<file path="src/rtl/osg_pkg.sv">
// Shared definitions for the optical signal generator light-pulse path.
// Latency: n/a (constants, types and a pure helper function).
// Backpressure: n/a.
package osg_pkg;

  // Time-base selector codes carried on pl_mlt
  localparam logic [4:0] MLT_1    = 5'd1;
  localparam logic [4:0] MLT_100  = 5'd2;
  localparam logic [4:0] MLT_100K = 5'd3;

  // Prescaler counter width and the clocks-per-tick divider values
  localparam int         PRE_W    = 17;
  localparam logic [PRE_W-1:0] DIV_1    = 17'd1;
  localparam logic [PRE_W-1:0] DIV_100  = 17'd100;
  localparam logic [PRE_W-1:0] DIV_100K = 17'd100000;

  typedef enum logic [2:0] {
    ST_IDLE     = 3'd0,
    ST_HIGH     = 3'd1,
    ST_LOW      = 3'd2,
    ST_DONE     = 3'd3,
    ST_WAIT_REL = 3'd4
  } pl_state_e;

  // Unknown codes fall back to one clock per tick
  function automatic logic [PRE_W-1:0] mlt_to_div(input logic [4:0] mlt);
    case (mlt)
      MLT_1:    return DIV_1;
      MLT_100:  return DIV_100;
      MLT_100K: return DIV_100K;
      default:  return DIV_1;
    endcase
  endfunction

endpackage

</file>
<file path="src/rtl/light_pulse_gen_if.sv">
// Launch/config/status bundle between the sequencer side and light_pulse_gen.
// Latency: n/a (wires only).
// Backpressure: none; launch is a level, End_Flg a one-cycle strobe.
interface light_pulse_gen_if #(
  parameter int CNT_W = 17,
  parameter int NUM_W = 8
);
  logic             PL_launch;
  logic [CNT_W-1:0] pl_width;
  logic [CNT_W-1:0] pl_gap;
  logic [NUM_W-1:0] pl_num;
  logic [4:0]       pl_mlt;
  logic             PL_out;
  logic             busy;
  logic             End_Flg;
  logic [NUM_W-1:0] pulse_cnt;

  modport master (
    output PL_launch, pl_width, pl_gap, pl_num, pl_mlt,
    input  PL_out, busy, End_Flg, pulse_cnt
  );

  modport slave (
    input  PL_launch, pl_width, pl_gap, pl_num, pl_mlt,
    output PL_out, busy, End_Flg, pulse_cnt
  );
endinterface

</file>
<file path="src/rtl/pl_prescaler.sv">
// Clock-enable prescaler: emits tick once every div clocks.
// Latency: tick is combinational from the count; first tick div clocks after clr.
// Backpressure: none; clr restarts the count so a new phase starts tick-aligned.
module pl_prescaler
  import osg_pkg::*;
(
  input  logic             clk_PL,
  input  logic             rst_PL,
  input  logic             clr,
  input  logic [PRE_W-1:0] div,
  output logic             tick
);

  logic [PRE_W-1:0] cnt_q, cnt_d;
  logic             at_top;

  // Count 0..div-1, wrapping on tick and restarting on clr
  always_comb begin
    at_top = (cnt_q == (div - PRE_W'(1)));
    cnt_d  = cnt_q + PRE_W'(1);
    if (clr || at_top) begin
      cnt_d = '0;
    end
  end

  // Count register
  always_ff @(posedge clk_PL or posedge rst_PL) begin
    if (rst_PL) begin
      cnt_q <= '0;
    end else begin
      cnt_q <= cnt_d;
    end
  end

  assign tick = at_top;

endmodule

</file>
<file path="src/rtl/light_pulse_gen.sv">
// Light-pulse train generator armed by a rising edge of PL_launch.
// Latency: PL_out/busy rise the cycle after the launch edge; End_Flg one cycle after last high cycle.
// Backpressure: none; dropping PL_launch mid-train aborts, one train per launch edge.
module light_pulse_gen
  import osg_pkg::*;
#(
  parameter int CNT_W = 17,
  parameter int NUM_W = 8
) (
  input  logic        clk_PL,
  input  logic        rst_PL,
  light_pulse_gen_if.slave pl_if
);

  pl_state_e        state_q, state_d;
  logic             launch_q, launch_d;
  logic [CNT_W-1:0] width_q, width_d;
  logic [CNT_W-1:0] gap_q, gap_d;
  logic [NUM_W-1:0] num_q, num_d;
  logic [PRE_W-1:0] div_q, div_d;
  logic [CNT_W-1:0] tick_cnt_q, tick_cnt_d;
  logic [NUM_W-1:0] pulse_cnt_q, pulse_cnt_d;
  logic [CNT_W-1:0] gap_eff;
  logic             start;
  logic             tick;
  logic             clr;

  pl_prescaler u_prescaler (
    .clk_PL (clk_PL),
    .rst_PL (rst_PL),
    .clr    (clr),
    .div    (div_q),
    .tick   (tick)
  );

  // Edge detect, start-time latching, phase sequencing and counters
  always_comb begin
    start       = pl_if.PL_launch & ~launch_q;
    launch_d    = pl_if.PL_launch;
    state_d     = state_q;
    width_d     = width_q;
    gap_d       = gap_q;
    num_d       = num_q;
    div_d       = div_q;
    pulse_cnt_d = pulse_cnt_q;
    gap_eff     = (gap_q == '0) ? CNT_W'(1) : gap_q;

    case (state_q)
      ST_IDLE: begin
        if (start) begin
          width_d     = pl_if.pl_width;
          gap_d       = pl_if.pl_gap;
          num_d       = pl_if.pl_num;
          div_d       = mlt_to_div(pl_if.pl_mlt);
          pulse_cnt_d = '0;
          if (pl_if.pl_num == '0 || pl_if.pl_width == '0) begin
            state_d = ST_DONE;
          end else begin
            state_d = ST_HIGH;
          end
        end
      end
      ST_HIGH: begin
        // Abort takes priority over a coincident phase-end tick
        if (!pl_if.PL_launch) begin
          state_d = ST_IDLE;
        end else if (tick && (tick_cnt_q + CNT_W'(1)) == width_q) begin
          pulse_cnt_d = pulse_cnt_q + NUM_W'(1);
          state_d     = ((pulse_cnt_q + NUM_W'(1)) == num_q) ? ST_DONE : ST_LOW;
        end
      end
      ST_LOW: begin
        if (!pl_if.PL_launch) begin
          state_d = ST_IDLE;
        end else if (tick && (tick_cnt_q + CNT_W'(1)) == gap_eff) begin
          state_d = ST_HIGH;
        end
      end
      ST_DONE: begin
        state_d = ST_WAIT_REL;
      end
      ST_WAIT_REL: begin
        if (!pl_if.PL_launch) begin
          state_d = ST_IDLE;
        end
      end
      default: begin
        state_d = ST_IDLE;
      end
    endcase

    // Every state change (including start) re-aligns prescaler and tick counter
    clr        = (state_d != state_q);
    tick_cnt_d = tick_cnt_q;
    if (clr) begin
      tick_cnt_d = '0;
    end else if (tick) begin
      tick_cnt_d = tick_cnt_q + CNT_W'(1);
    end
  end

  // State and datapath registers; launch history resets high so a level
  // already present at reset release is not taken as an edge
  always_ff @(posedge clk_PL or posedge rst_PL) begin
    if (rst_PL) begin
      state_q     <= ST_IDLE;
      launch_q    <= 1'b1;
      width_q     <= '0;
      gap_q       <= '0;
      num_q       <= '0;
      div_q       <= DIV_1;
      tick_cnt_q  <= '0;
      pulse_cnt_q <= '0;
    end else begin
      state_q     <= state_d;
      launch_q    <= launch_d;
      width_q     <= width_d;
      gap_q       <= gap_d;
      num_q       <= num_d;
      div_q       <= div_d;
      tick_cnt_q  <= tick_cnt_d;
      pulse_cnt_q <= pulse_cnt_d;
    end
  end

  assign pl_if.PL_out    = (state_q == ST_HIGH);
  assign pl_if.busy      = (state_q == ST_HIGH) || (state_q == ST_LOW);
  assign pl_if.End_Flg   = (state_q == ST_DONE);
  assign pl_if.pulse_cnt = pulse_cnt_q;

endmodule

</file>
<file path="src/flat_wrapper.sv">
// flat-port wrapper written by rule: the top's interface ports become plain ports
module light_pulse_gen_flat import osg_pkg::*;
#(
  parameter int CNT_W = 17,
  parameter int NUM_W = 8
)
  (clk_PL, rst_PL, pl_if_PL_launch, pl_if_pl_width, pl_if_pl_gap, pl_if_pl_num, pl_if_pl_mlt, pl_if_PL_out, pl_if_busy, pl_if_End_Flg, pl_if_pulse_cnt);
  light_pulse_gen_if #(.CNT_W(CNT_W), .NUM_W(NUM_W)) pl_if_i ();
  input  logic clk_PL;
  input  logic rst_PL;
  input wire logic [$bits(pl_if_i.PL_launch)-1:0] pl_if_PL_launch;
  input wire logic [$bits(pl_if_i.pl_width)-1:0] pl_if_pl_width;
  input wire logic [$bits(pl_if_i.pl_gap)-1:0] pl_if_pl_gap;
  input wire logic [$bits(pl_if_i.pl_num)-1:0] pl_if_pl_num;
  input wire logic [$bits(pl_if_i.pl_mlt)-1:0] pl_if_pl_mlt;
  output wire logic [$bits(pl_if_i.PL_out)-1:0] pl_if_PL_out;
  output wire logic [$bits(pl_if_i.busy)-1:0] pl_if_busy;
  output wire logic [$bits(pl_if_i.End_Flg)-1:0] pl_if_End_Flg;
  output wire logic [$bits(pl_if_i.pulse_cnt)-1:0] pl_if_pulse_cnt;
  assign pl_if_i.PL_launch = pl_if_PL_launch;
  assign pl_if_i.pl_width = pl_if_pl_width;
  assign pl_if_i.pl_gap = pl_if_pl_gap;
  assign pl_if_i.pl_num = pl_if_pl_num;
  assign pl_if_i.pl_mlt = pl_if_pl_mlt;
  assign pl_if_PL_out = pl_if_i.PL_out;
  assign pl_if_busy = pl_if_i.busy;
  assign pl_if_End_Flg = pl_if_i.End_Flg;
  assign pl_if_pulse_cnt = pl_if_i.pulse_cnt;
  light_pulse_gen #(.CNT_W(CNT_W), .NUM_W(NUM_W)) u_core (.clk_PL(clk_PL), .rst_PL(rst_PL), .pl_if(pl_if_i));
endmodule
</file>
<file path="config.mk">
export PLATFORM = sky130hd
export DESIGN_NAME = light_pulse_gen_flat
export DESIGN_NICKNAME = d
export VERILOG_FILES = /design/src/rtl/osg_pkg.sv /design/src/rtl/light_pulse_gen_if.sv /design/src/rtl/pl_prescaler.sv /design/src/rtl/light_pulse_gen.sv /design/src/flat_wrapper.sv
export SDC_FILE = /design/constraint.sdc
export NUM_CORES = 1
export LEC_CHECK = 0
export CAP_MARGIN = 20
export CORE_MARGIN = 2
export CORE_UTILIZATION = 58
export CTS_BUF_LIST = sky130_fd_sc_hd__clkbuf_16
export CTS_CLUSTER_SIZE = 10
export DETAILED_ROUTE_END_ITERATION = 10
export DONT_BUFFER_PORTS = 1
export PLACE_DENSITY = 0.79
export SYNTH_ARGS = -nofsm -noshare
export SYNTH_HDL_FRONTEND = slang
export SYNTH_SLANG_ARGS = --single-unit
export TNS_END_PERCENT = 30
</file>
<file path="constraint.sdc">
create_clock -name clk_PL -period 3.8 [get_ports clk_PL]
set_clock_uncertainty 0.2 [all_clocks]
set_input_delay 0.19 -clock clk_PL [delete_from_list [all_inputs] [get_ports clk_PL]]
set_output_delay 0.19 -clock clk_PL [all_outputs]
set_load 0.01 [all_outputs]
</file>
==> flow_metrics.tcl <==
set metrics [dict create \
    cp.arrival_ns 3.76 \
    cts_tree "done" \
    num-fill-cells 784 \
    dr.pass1.iters 7 \
    hold_path_class "input port to register" \
    die_h_microns 108 \
    grt_pass1_vias 5657 \
    cts_buffers 9 \
    drtIter0Drc 513 \
    rsz0062_at_grt "yes" \
    critPathKind "register to register" \
    synthesis.instances 669 \
    status "complete, but fails checks" \
    insertedDiodeCount 0 \
    async_flop_share 1.00 \
    vias_per_cell 6.55 \
    clk_pin_slew_ns 0.08 \
    yosys_register_bits 92 \
    drive_gt1_frac 0.179 \
    fp-row-count 37 \
    netlist-cell-type-count 71 \
    synth_flop_cell "dfrtp_1" \
    maxCapViolations 0 \
    worstMarginPinSlew_ns 0.755 \
    syn_area_sq_um 6270 \
    required_ns 3.88 \
    area_delta_synth_final_pct 18.2 \
    grt_usage 0.319 \
    synth-edff-count 0 \
    irDropWorstVdd_v 0.000421 \
    clkLatencyLatePin_ns 0.36 \
    overflow 0 \
    syn_nets 724 \
    start_util 0.602 \
    crit_path_start "u_core.div_q[0]" \
    fin_crit_sh 0.968 \
    cp_max_fo 18 \
    layout.nets 771 \
    timing.rr.start "u_core.div_q[0]" \
    endpoint_kind "register" \
    rr_worst_depth 16 \
    relSlewSlack 0.496 \
    finalHoldViolations 1 \
    wl_per_cell_microns 20.8 \
    violations "negative hold slack" \
    h-tree-depth 3 \
    dp_cells 790 \
    setup_slack_ns 0.121 \
    p_leak_nw 2.89 \
    grt_pass1_wl_mm 28.8 \
    clockRootBuffer "clkbuf_16" \
    io_pins 61 \
    place_congestion 1.06 \
    powerDensity_nw_per_um2 404 \
    drv_slew 0 \
    seq_area_frac_synth 0.367 \
    crit_path_end "u_core.u_prescaler.cnt_q[10]" \
    core_sq_um 10400 \
    drc 0 \
    chipWidth_microns 108 \
    portBuffers 0 \
    setup_viol 0 \
    r2r_slack_ns 0.12 \
    vias 5617 \
    dp_hpwl_mm 12.0 \
    max_freq_mhz 272 \
    grt_max_degree 54 \
    min_period_ns 3.68 \
    holdWs_ns -0.00371 \
    ant_nets 0 \
    ys_warn_count 0 \
    r2r_end "u_core.u_prescaler.cnt_q[10]" \
    place_ws_ns 0.0827 \
    dieArea_sq_um 11700 \
    antenna_found_initial 0 \
    synth_area_per_cell_sq_um 9.38 \
    final_cells 857 \
    startpoint_type "register" \
    cts_sinks 92 \
    drt_wl_total_mm 17.8 \
    cts.path.max_buffers 2 \
]
-- metrics by stage --
step                      power, W  utilization  setup TNS [ns]  area, sq um
final                      0.00299        0.712               0         7410
after global routing       0.00313        0.712          -0.670         7410
after CTS                  0.00293        0.700               0         7290
after detailed placement   0.00198        0.625               0         6520
after global placement     0.00195        0.625               0         6520
after floorplan            0.00175            -               0         6300
-- report_power, final --
group          internal [W]  total (W)  switching [W]
sequential          0.00109    0.00125       0.000159
combinational      0.000385   0.000830       0.000445
clock              0.000468   0.000912       0.000444
-- worst min path at each step --
stage	from	to	slack (ns)	cells past startpoint
2_1_floorplan	pl_if_PL_launch	u_core.launch_q	-0.006	0
3_3_place_gp	pl_if_PL_launch	u_core.launch_q	-0.005	0
3_5_place_dp	pl_if_PL_launch	u_core.launch_q	-0.005	0
4_1_cts	pl_if_pl_num[6]	u_core.state_q[1]	0.009	5
5_1_grt	pl_if_pl_num[6]	u_core.state_q[1]	0.03	5
6_report	pl_if_pl_num[6]	u_core.state_q[1]	-0.004	5
-- flip-flops by register name, summed over array words and instances, names as in the netlist, 3 cells and up --
register and cells:
u_core.tick_cnt_q 17, u_core.pl_if.pulse_cnt 8, u_core.gap_q 17, u_core.state_q 3, u_core.u_prescaler.cnt_q 17, u_core.div_q 4
u_core.num_q 8, u_core.width_q 17
-- synth_stat cells, types with 3 or more instances --
| cell type | number | area (sq um) |
|---|---|---|
| and2_1 | 6 | 37.5 |
| clkbuf_1 | 29 | 109 |
| xnor2_1 | 58 | 508 |
| or4_1 | 19 | 143 |
| o31ai_1 | 6 | 45.0 |
| a21oi_1 | 29 | 145 |
| mux2i_1 | 20 | 200 |
| nor3_1 | 13 | 65.1 |
| xor2_1 | 32 | 280 |
| o32ai_1 | 3 | 26.3 |
| and4_1 | 4 | 35.0 |
| nor4_1 | 21 | 131 |
| buf_6 | 3 | 33.8 |
| nor4b_1 | 4 | 35.0 |
| nand2_1 | 42 | 158 |
| o22ai_1 | 3 | 18.8 |
| buf_2 | 11 | 55.1 |
| dfrtp_1 | 90 | 2250 |
| ha_1 | 5 | 62.6 |
| a221oi_1 | 3 | 26.3 |
| nand2b_1 | 5 | 31.3 |
| a211oi_1 | 7 | 52.6 |
| o2111ai_1 | 4 | 35.0 |
| and3_1 | 19 | 119 |
| nor2_1 | 36 | 135 |
| inv_1 | 16 | 60.1 |
| nor2b_1 | 3 | 18.8 |
| nand3_1 | 23 | 115 |
| o21ai_0 | 28 | 140 |
| or3_1 | 19 | 119 |
| nand4_1 | 16 | 100 |
| mux2_2 | 41 | 462 |
-- cell usage in the layout, fill, tap and decap left out, drive strengths merged, types with 29 or more instances in the layout --
master       instances
nor2                36
a21oi               30
xnor2               58
buf                 36
xor2                32
o21ai               29
nand2               42
mux2                41
dlygate4sd3         48
dfrtp               90
-- critical path, cell delays in order, from the launching register on --
cell	delay (ns)
dfstp_2	0.54
inv_2	0.04
ha_4	0.15
nand3_2	0.08
ha_4	0.20
xnor2_1	0.14
nand4_1	0.11
or4_1	0.54
nor3_1	0.17
buf_4	0.16
nand4_1	0.21
nor4_2	0.24
a21oi_2	0.08
buf_4	0.15
o21ai_2	0.15
buf_12	0.20
mux2i_1	0.23
-- cells by family (layout without fill, tap and decap cells) --
kind of cell	Yosys count	after routing	synth area share
mux	61	61	0.106
xor+xnor	91	91	0.129
compound gates	110	110	0.116
buf+inv	64	116	0.0475
simple gates	246	246	0.224
flops	92	92	0.367
fa+ha+maj	5	5	0.00997
-- final cells by class --
cell class / instances / area (sq um) / area share
repair buffers: 84 / 800 / 0.108
well taps: 136 / 170 / 0.0229
inverters: 16 / 61.3 / 0.00827
clock buffers: 9 / 225 / 0.0304
multi-input cells: 513 / 3780 / 0.510
clock inverters: 7 / 72.6 / 0.00979
flip-flops and latches: 92 / 2300 / 0.311
-- routing by layer --
metal	up-vias	part of all wire	GRT usage
met1	2763	0.39	0.412
met3	55	0.073	0.0567
li1	2545	-	-
met4	0	0.040	0.135
met2	254	0.49	0.531
met5	-	0	0
-- what timing repair did --
item / CTS / global route
hold endpoints to repair: 100 / 0
setup buffers: 0 / 1
gates resized for setup: 0 / 20
endpoints found under the setup margin: 0 / 39
hold buffers: 48 / 0
Note: power is estimated with default switching activity, not from simulation.
